File: src/rtl/pipe_skid_reg_pkg.sv
// Shared definitions for the elastic main+skid pipeline register.
// State encodings are {main_valid, skid_valid}.
package pipe_skid_reg_pkg;

    localparam int unsigned DEF_WIDTH = 32;

    typedef enum logic [1:0] {
        ST_EMPTY = 2'b00,
        ST_SKID  = 2'b01,
        ST_BUSY  = 2'b10,
        ST_FULL  = 2'b11
    } state_e;

    typedef enum logic {
        SEL_IN   = 1'b0,
        SEL_SKID = 1'b1
    } msel_e;

endpackage

File: src/rtl/pipe_skid_ctrl.sv
// Control FSM for pipe_skid_reg: valid flops, load enables and main mux select.
// The state register is the pair of valid flags, so ready/valid come straight from flops.
module pipe_skid_ctrl
    import pipe_skid_reg_pkg::*;
(
    input  logic clk,
    input  logic rst,
    input  logic flush,
    input  logic in_valid,
    input  logic out_ready,
    output logic in_ready,
    output logic out_valid,
    output logic load_main,
    output logic load_skid,
    output logic main_sel
);

    state_e r_state;
    state_e w_next;
    logic   w_in_fire;
    logic   w_out_fire;

    assign in_ready   = ~r_state[0];
    assign out_valid  = r_state[1];
    assign w_in_fire  = in_valid & in_ready;
    assign w_out_fire = out_valid & out_ready;

    always_ff @(posedge clk or posedge rst) begin
        if (rst) begin
            r_state <= ST_EMPTY;
        end else begin
            r_state <= w_next;
        end
    end

    always_comb begin
        w_next = r_state;
        if (flush) begin
            w_next = ST_EMPTY;
        end else begin
            unique case (r_state)
                ST_EMPTY: if (w_in_fire) w_next = ST_BUSY;
                ST_BUSY: begin
                    if (w_in_fire && !w_out_fire) begin
                        w_next = ST_FULL;
                    end else if (!w_in_fire && w_out_fire) begin
                        w_next = ST_EMPTY;
                    end
                end
                ST_FULL: if (w_out_fire) w_next = ST_BUSY;
                ST_SKID: w_next = ST_EMPTY;
            endcase
        end
    end

    // A flush suppresses all loads; the data regs simply keep their old contents.
    always_comb begin
        load_main = 1'b0;
        load_skid = 1'b0;
        main_sel  = SEL_IN;
        if (!flush) begin
            unique case (r_state)
                ST_EMPTY: load_main = w_in_fire;
                ST_BUSY: begin
                    load_main = w_in_fire & w_out_fire;
                    load_skid = w_in_fire & ~w_out_fire;
                end
                ST_FULL: begin
                    load_main = w_out_fire;
                    main_sel  = SEL_SKID;
                end
                ST_SKID: load_main = 1'b0;
            endcase
        end
    end

endmodule

File: src/rtl/pipe_skid_reg.sv
// Elastic pipeline-stage register: 2-entry main+skid buffer with valid/ready on both sides.
// Upstream ready depends only on the skid flop, never on downstream ready.
module pipe_skid_reg
    import pipe_skid_reg_pkg::*;
#(
    parameter int unsigned WIDTH = DEF_WIDTH
) (
    input  logic             clk,
    input  logic             rst,
    input  logic             flush,
    input  logic             in_valid,
    output logic             in_ready,
    input  logic [WIDTH-1:0] in_data,
    output logic             out_valid,
    input  logic             out_ready,
    output logic [WIDTH-1:0] out_data
);

    logic [WIDTH-1:0] r_main;
    logic [WIDTH-1:0] r_skid;
    logic [WIDTH-1:0] w_mux;
    logic             w_load_main;
    logic             w_load_skid;
    logic             w_main_sel;

    pipe_skid_ctrl u_ctrl (
        .clk       (clk),
        .rst       (rst),
        .flush     (flush),
        .in_valid  (in_valid),
        .out_ready (out_ready),
        .in_ready  (in_ready),
        .out_valid (out_valid),
        .load_main (w_load_main),
        .load_skid (w_load_skid),
        .main_sel  (w_main_sel)
    );

    assign w_mux = (w_main_sel == SEL_SKID) ? r_skid : in_data;

    always_ff @(posedge clk or posedge rst) begin
        if (rst) begin
            r_main <= '0;
            r_skid <= '0;
        end else begin
            if (w_load_main) r_main <= w_mux;
            if (w_load_skid) r_skid <= in_data;
        end
    end

    assign out_data = r_main;

endmodule

File: config.mk
export PLATFORM = sky130hd
export DESIGN_NAME = pipe_skid_reg
export DESIGN_NICKNAME = d
export VERILOG_FILES = /design/src/rtl/pipe_skid_reg_pkg.sv /design/src/rtl/pipe_skid_ctrl.sv /design/src/rtl/pipe_skid_reg.sv
export SDC_FILE = /design/constraint.sdc
export NUM_CORES = 1
export LEC_CHECK = 0
export ABC_AREA = 1
export BUFFER_PORTS_ARGS = -buffer_cell sky130_fd_sc_hd__buf_2
export CORE_MARGIN = 1.5
export CORE_UTILIZATION = 48
export DETAILED_ROUTE_END_ITERATION = 7
export PLACE_DENSITY_LB_ADDON = 0.05
export SYNTH_ARGS = -nofsm -noshare
export SYNTH_HDL_FRONTEND = slang
export SYNTH_SLANG_ARGS = --single-unit
File: constraint.sdc
create_clock -name clk -period 1.9 [get_ports clk]
set_clock_uncertainty 0.15 [all_clocks]
set_input_delay 0.19 -clock clk [delete_from_list [all_inputs] [get_ports clk]]
set_output_delay 0.19 -clock clk [all_outputs]
set_load 0.005 [all_outputs]
==> flow_summary.json, run 1 <==
{
  "wl_per_cell_um": 12.6,
  "reg2reg_setup_slack_ps": 170,
  "cts.repair_timing.setup_buffer_count": 0,
  "diodes": 0,
  "cts_buffer_depth": 2,
  "timing.critical_path.to": "out_data[30]$_DFFE_PP0P_",
  "crit_path_start": "u_ctrl.r_state[0]$_DFFE_PP0P_",
  "critPathMaxFanout": 21,
  "dieHeight_um": 83.2,
  "p_total_w": 0.00540,
  "timing_worst_setup_path_type": "register to register",
  "num-nets-final": 552,
  "clk_pin_slew_ps": 70,
  "critical-path-slowest-cell": "sky130_fd_sc_hd__dfrtp_1",
  "worst_r2r_path_depth": 11,
  "rows": 29,
  "die_outline_area_um2": 6920,
  "final-max-slew-violation-count": 0,
  "pwr_density_cell_nw_per_um2": 1320,
  "finalSetupViolCount": 0,
  "maximum_cell_stage_delay_along_the_critical_path_ps": 420,
  "dr_total_vias": 2848,
  "timing.critical_path.cells": "inv_2 > nand2_1 > inv_1 > ha_1 > inv_1 > nand3_1 > nand2_1 > inv_2 > buf_4 > nand3_1 > nand2_1",
  "worst-slew-pin-transition_ps": 366,
  "grt_antenna_before_repair": 0,
  "worst_path_most_repeated_cell": "sky130_fd_sc_hd__nand2_1",
  "portBuffers": 70,
  "seq_area_frac_synth_pct": 53.5,
  "max_slew_margin_pct": 75.6,
  "netlist_area_um2": 3090,
  "status": "completed",
  "unrepaired_setup_endpoints_after_global_routing": "false",
  "min_period_ps": 1730,
  "synthesis.yosys.warnings": 0,
  "timing.rr.start": "u_ctrl.r_state[0]$_DFFE_PP0P_",
  "worst_ir_drop_vdd_mv": 0.671,
  "tns_ps": 0,
  "maximum_clock_rate_mhz": 577,
  "detail_route.vias_per_cell": 4.79,
  "grt_first_pass_wirelength_um": 13300,
  "area_delta_synth_final_pct": 32.8,
  "floorplan.core_area_um2": 6280,
  "syn-mean-instance-area_um2": 7.53,
  "cp_data_arrival_time_ps": 1860,
  "antenna_left": 0,
  "ys_ff_latch": 66,
  "ctsResizeCount": 0,
  "io-pin-count": 71,
  "gp_congestion": 0.841,
  "cts_inserted_buffers": 9,
  "detailed_routing_iterations_pass_1": 5,
  "h-tree-depth": 3,
  "grt_pass1_vias": 2847,
  "cellLeakagePower_nw": 2.36,
  "postCtsHoldBufs": 33,
  "start_kind": "register",
  "detail_route.iter0.violations": 291,
  "grt_use_total_pct": 24.0,
  "post-route-drc-count": 0,
  "n_fill_cell": 545,
  "grt_overflow": 0,
  "tritoncts_num_sinks": 66,
  "cts_tree": "built",
  "end_kind": "register",
  "grt_start_max_net_pins": 67,
  "clkLatencyLatePin_ps": 340,
  "die_width_um": 83.2,
  "report.final.hold_viol_count": 0,
  "layout_cell_share_with_drive_strength_beyond_1_pct": 20.3,
  "hp-class": "input pin to register",
  "syn_nets": 449,
  "cap_violations": 0,
  "post-dp-hpwl_um": 4480,
  "crit-reg2reg-capture": "out_data[30]$_DFFE_PP0P_",
  "count_of_unique_library_cells_instantiated_by_yosys": 17,
  "syn_inst": 410,
  "fin_crit_sh_pct": 91.2,
  "cts-root-buf": "sky130_fd_sc_hd__clkbuf_8",
  "floorplan.initialDensity_pct": 49.2,
  "worstPathRequired_ps": 2030,
  "wirelength_um": 7490
}
-- cells in the mapped netlist --
library cell,n,share of area (%)
sky130_fd_sc_hd__nand3_2,2,0.65
sky130_fd_sc_hd__nand2_2,1,0.20
sky130_fd_sc_hd__nor2_4,1,0.36
sky130_fd_sc_hd__inv_2,3,0.36
sky130_fd_sc_hd__clkbuf_1,3,0.36
sky130_fd_sc_hd__ha_1,2,0.81
sky130_fd_sc_hd__nor2_2,1,0.20
sky130_fd_sc_hd__a21o_1,1,0.24
sky130_fd_sc_hd__o21ai_0,1,0.16
sky130_fd_sc_hd__dfrtp_1,66,54
sky130_fd_sc_hd__buf_2,9,1.5
sky130_fd_sc_hd__nand3_1,35,5.7
sky130_fd_sc_hd__nand2_1,266,32
sky130_fd_sc_hd__nand4_1,1,0.20
sky130_fd_sc_hd__buf_4,10,2.4
sky130_fd_sc_hd__nor2_1,1,0.12
sky130_fd_sc_hd__inv_1,7,0.85
-- per-layer routing --
metal	GRT usage [%]	up-vias	part of all wire, %
met5	0	-	0
met4	7.88	0	1.4
met3	4.47	11	4.5
met2	38.7	70	46
met1	33.0	1308	48
li1	-	1459	-
-- how the worst min path moves through the flow --
stage / from / end / slack (ps) / cells past startpoint
after floorplan: in_data[0] / r_skid[0]$_DFFE_PP0P_ / 150 / 2
after global placement: rst / out_data[4]$_DFFE_PP0P_ / 170 / 3
after detailed placement: rst / out_data[2]$_DFFE_PP0P_ / 170 / 3
after CTS: in_valid / u_ctrl.r_state[1]$_DFFE_PP0P_ / 50 / 4
after global routing: in_valid / u_ctrl.r_state[1]$_DFFE_PP0P_ / 70 / 4
final: in_valid / u_ctrl.r_state[1]$_DFFE_PP0P_ / 60 / 4
-- cells by family after synthesis --
kind of cell               Yosys count  synth area share [%]
AOI/OAI and AO/OA                    2                 0.405
adders and majority gates            2                 0.811
buffers and inverters               32                  5.47
DFF                                 66                  53.5
and+or+nand+nor                    308                  39.8
-- stage by stage --
| step | instances | hold WS [ps] | utilization, % | setup slack (ps) | area, um2 |
|---|---|---|---|---|---|
| 2_1_floorplan | 410 | 150 | - | 262 | 3090 |
| 3_3_place_gp | 546 | 166 | 56.3 | 207 | 3540 |
| 3_5_place_dp | 546 | 171 | 56.3 | 173 | 3540 |
| 4_1_cts | 595 | 54.4 | 65.3 | 152 | 4100 |
| 5_1_grt | 595 | 73.6 | 65.3 | 9.41 | 4100 |
| 6_report | 595 | 62.7 | 65.3 | 167 | 4100 |
-- sequential cells by signal, indices dropped and copies added, names as in the netlist --
name / flops
r_skid: 32
out_data: 32
u_ctrl.r_state: 2
-- cell usage in the layout (no fill, tap or decap), types with 2 or more instances in the layout --
master / count
sky130_fd_sc_hd__nand3_1: 35
sky130_fd_sc_hd__buf_4: 7
sky130_fd_sc_hd__dfrtp_1: 66
sky130_fd_sc_hd__buf_12: 4
sky130_fd_sc_hd__nand2_1: 266
sky130_fd_sc_hd__ha_1: 2
sky130_fd_sc_hd__buf_2: 70
sky130_fd_sc_hd__dlygate4sd3_1: 33
sky130_fd_sc_hd__nand3_2: 2
sky130_fd_sc_hd__inv_2: 3
sky130_fd_sc_hd__bufinv_16: 2
sky130_fd_sc_hd__clkbuf_8: 11
sky130_fd_sc_hd__inv_1: 6
-- worst max-delay path, delay by kind of cell, from the launching register on --
kind	cells	cell delay, ps
adder cells (fa/ha/maj)	1	140
buffers and inverters	5	540
AND/OR/NAND/NOR	5	420
flip-flops	1	420
-- final cells by class --
type / instances / area, um2 / share of cell area [%]
clock buffer: 12 / 155 / 3.79
timing repair buffer: 114 / 813 / 19.9
multi-input combinational: 312 / 1260 / 30.9
tap: 77 / 96.3 / 2.35
sequential: 66 / 1650 / 40.3
inverter: 10 / 41.3 / 1.01
clock inverter: 4 / 73.8 / 1.80
-- power by group --
part / switching (W) / internal [W]
Sequential: 0.000331 / 0.00205
Combinational: 0.000929 / 0.000732
Clock: 0.000543 / 0.000812
Power figures use the tool's default switching activity.
==> inputs of run 2 (changes only) <==
--- a/config.mk
+++ b/config.mk
@@ -5,12 +5,12 @@
 export SDC_FILE = /design/constraint.sdc
 export NUM_CORES = 1
 export LEC_CHECK = 0
-export ABC_AREA = 1
+export ABC_AREA = 0
 export BUFFER_PORTS_ARGS = -buffer_cell sky130_fd_sc_hd__buf_2
 export CORE_MARGIN = 1.5
 export CORE_UTILIZATION = 48
 export DETAILED_ROUTE_END_ITERATION = 7
-export PLACE_DENSITY_LB_ADDON = 0.05
+export PLACE_DENSITY_LB_ADDON = 0.12
 export SYNTH_ARGS = -nofsm -noshare
 export SYNTH_HDL_FRONTEND = slang
 export SYNTH_SLANG_ARGS = --single-unit
==> run 2 against run 1 <==
Effect of this change:
- register-to-register slack lost 260 ps
- global-route usage is 5.4 points lower
- area after synthesis shrank 3.2%
- combinational power is 48% lower
- critical path depth down 5
- die area fell by 3.1%
- power down 19%
- highest routed layer unchanged
- the flow now finishes with violations (negative setup slack)
- first-iteration DRC count down 82%
- clock power rose by 16%
- cell count down 34%
==> flow_summary.json, run 2 <==
{
  "min_period_ps": 1990,
  "internal-power_w": 0.00339,
  "synth_async_sr_flop_share_pct": 100,
  "final_area_um2": 4260,
  "post-dp-hpwl_um": 3680,
  "finalSetupViolCount": 64,
  "cp_data_arrival_time_ps": 2050,
  "layout_cell_share_with_drive_strength_beyond_1_pct": 62.8,
  "number_of_enable_type_register_cells_in_the_synthesized_netlist": 0,
  "clkPwrFrac_pct": 35.5,
  "cellLeakagePower_nw": 1.94,
  "wirelength_um": 6120,
  "cts_tree": "built",
  "worst-slew-pin-transition_ps": 499,
  "syn_nets": 230,
  "synth_top_family_by_area": "multiplexers",
  "grt_antenna_before_repair": 0,
  "cap_violations": 0,
  "post_synth_and_or_nand_nor_area_fraction_pct": 2.76,
  "dieHeight_um": 81.9,
  "worst_ir_drop_vdd_mv": 0.601,
  "detail_route.vias_per_cell": 5.02,
  "report.final.hold_viol_count": 0,
  "num-nets-final": 351,
  "cts_buffer_depth": 2,
  "unrepaired_setup_endpoints_after_global_routing": "true",
  "synth.area.top_cells": "sky130_fd_sc_hd__dfrtp_1 (55%), sky130_fd_sc_hd__mux2_2 (34%), sky130_fd_sc_hd__mux2_1 (2.6%), sky130_fd_sc_hd__buf_6 (1.1%), sky130_fd_sc_hd__buf_4 (1.0%)",
  "wl_per_cell_um": 15.6,
  "diodes": 0,
  "dr_total_vias": 1967,
  "flip_flop_cell_with_the_highest_count_after_synthesis": "sky130_fd_sc_hd__dfrtp_1",
  "worstPathRequired_ps": 1970,
  "synth_top_area_share_pct": 55.3,
  "yosys.area_share.xor_xnor_pct": 0,
  "share_seq_of_total_power_pct": 44.7,
  "detailed_routing_iterations_pass_1": 2,
  "max_slew_margin_pct": 66.6,
  "synthesized_area_fraction_occupied_by_ao_oa_aoi_and_oai_cells_pct": 1.13,
  "post-route-drc-count": 0,
  "grt_start_max_net_pins": 47,
  "fin_crit_sh_pct": 105,
  "top_count_cell_post_synth": "sky130_fd_sc_hd__mux2_2",
  "syn_inst": 191,
  "layout_common_cells": "sky130_fd_sc_hd__mux2_2 (89), sky130_fd_sc_hd__buf_2 (70), sky130_fd_sc_hd__dfrtp_1 (66)",
  "clkLatencyLatePin_ps": 330,
  "antenna_left": 0,
  "grt_overflow": 0,
  "maximum_cell_stage_delay_along_the_critical_path_ps": 370,
  "io-pin-count": 71,
  "finalWorstSetupSlack_ps": -88.4,
  "grt_first_pass_wirelength_um": 9200,
  "die_width_um": 81.9,
  "grt_pass1_vias": 1937,
  "synth_commonest_cells": "sky130_fd_sc_hd__mux2_2 (89), sky130_fd_sc_hd__dfrtp_1 (66), sky130_fd_sc_hd__mux2_1 (7)",
  "pwr_density_cell_nw_per_um2": 1030,
  "h-tree-depth": 3,
  "grt_use_total_pct": 18.7,
  "synth.mux.area_fraction_pct": 36.5,
  "final-max-slew-violation-count": 0,
  "violations": "negative setup slack",
  "place_area_um2": 3510,
  "tritoncts_num_sinks": 66,
  "rows": 28,
  "ys_ff_latch": 66,
  "critical-path-slowest-cell": "sky130_fd_sc_hd__dfrtp_1",
  "count_of_unique_library_cells_instantiated_by_yosys": 22,
  "maximum_clock_rate_mhz": 503,
  "switching_share_pct": 22.8,
  "pwr-share-comb_pct": 19.8,
  "seq_area_frac_synth_pct": 55.3,
  "timing.critical_path.cells": "and2b_1 > buf_4 > ha_4 > and4bb_4 > buf_12 > mux2_2",
  "floorplan.initialDensity_pct": 50.1,
  "cts_inserted_buffers": 9,
  "status": "finished with violations",
  "hp-class": "input pin to register",
  "syn-mean-instance-area_um2": 15.6,
  "portBuffers": 70,
  "timing_worst_setup_path_type": "register to register",
  "area_delta_synth_final_pct": 42.7,
  "yosysTopAreaCell": "sky130_fd_sc_hd__dfrtp_1",
  "tns_ps": -4310,
  "n_fill_cell": 419,
  "synth_adder_area_share_pct": 0.838,
  "start_kind": "register",
  "cts-root-buf": "sky130_fd_sc_hd__clkbuf_8",
  "floorplan.core_area_um2": 5960,
  "end_kind": "register",
  "detail_route.iter0.violations": 52,
  "die_outline_area_um2": 6700,
  "final_common_cell": "sky130_fd_sc_hd__mux2_2",
  "netSwitchingPower_w": 0.000999,
  "netlist_area_um2": 2990,
  "clk_pin_slew_ps": 70,
  "synthesis.yosys.warnings": 0,
  "critPathMaxFanout": 13,
  "gp_congestion": 0.744
}
run 2: cell types whose count changed after synthesis, sizes merged, moves of 2 or more:
cell    previous run  this run
nand2            267         0
nand3             37         0
mux2               0        96
and4bb             0         2
nor2               3         1
inv               10         3
buf               19         9
run 2: final cells by class:
type	instances	area, um2	area share [%]
Sequential cell	66	1650	38.7
Multi-Input combinational cell	111	1250	29.4
Timing Repair Buffer	121	983	23.1
Inverter	3	15.0	0.352
Clock inverter	5	125	2.94
Tap cell	75	93.8	2.20
Clock buffer	11	141	3.32
run 2: kinds of logic (layout without fill, tap and decap cells):
kind of cell / after synthesis / in the layout
buffers and inverters: 14 / 140
AND/OR/NAND/NOR: 9 / 9
flip-flops: 66 / 66
adder cells (fa/ha/maj): 2 / 2
multiplexers: 97 / 97
AO/OA/AOI/OAI: 3 / 3
run 2: power by group through the flow:
| stage | combinational (W) | sequential [W] | clock [W] |
|---|---|---|---|
| floorplan | 0.000468 | 0.00197 | 0 |
| global placement | 0.000764 | 0.00197 | 0 |
| CTS | 0.000842 | 0.00196 | 0.00160 |
| global route | 0.000955 | 0.00201 | 0.00166 |
| finish | 0.000867 | 0.00196 | 0.00156 |
| detailed placement | 0.000784 | 0.00199 | 0 |
run 2: final timing paths:
path / from / to / slack [ps] / depth (start not counted)
min reg2reg: r_skid[14]$_DFFE_PP0P_ / r_skid[14]$_DFFE_PP0P_ / 330 / 1
max: u_ctrl.r_state[0]$_DFFE_PP0P_ / r_skid[31]$_DFFE_PP0P_ / -90 / 6
min: out_ready / u_ctrl.r_state[0]$_DFFE_PP0P_ / 80 / 4
max reg2reg: u_ctrl.r_state[0]$_DFFE_PP0P_ / r_skid[31]$_DFFE_PP0P_ / -90 / 6
max in group asynchronous: rst / r_skid[0]$_DFFE_PP0P_ / 730 / 4
min in group asynchronous: rst / r_skid[14]$_DFFE_PP0P_ / 290 / 3
run 2: stage by stage:
| step | utilization, % | instances | hold slack, ps | total power (W) | worst slack, ps |
|---|---|---|---|---|---|
| after floorplan | - | 191 | 110 | 0.00244 | -114 |
| after global placement | 59.0 | 336 | 101 | 0.00273 | -35.1 |
| after detailed placement | 59.0 | 336 | 108 | 0.00277 | -69.8 |
| after CTS | 69.2 | 386 | 63.4 | 0.00441 | -88.7 |
| after global routing | 71.6 | 392 | 101 | 0.00463 | -143 |
| final | 71.6 | 392 | 80.7 | 0.00439 | -88.4 |
run 2: routing by layer:
layer / part of all wire [%] / track usage (%) / vias up / routed length (um)
met5: 0 / 0 / - / 0
met4: 1.1 / 7.12 / 0 / 70
met3: 4.9 / 6.44 / 8 / 301
met2: 50 / 29.8 / 48 / 3040
met1: 44 / 23.3 / 975 / 2710
li1: - / - / 936 / -
run 2: worst max-delay path: cells and delay by family (launching register included):
family        cells  cell delay, ps
buf+inv           2             310
flops             1             370
mux               1             340
fa+ha+maj         1             130
simple gates      2             570
run 2: repair_timing:
item	4_1_cts	5_1_grt
cloned	0	5
setup endpoints to repair	64	64
hold buffers	34	0
hold endpoints to repair	54	0
resized for setup	1	4
pin swaps	1	0
setup buffers	0	1
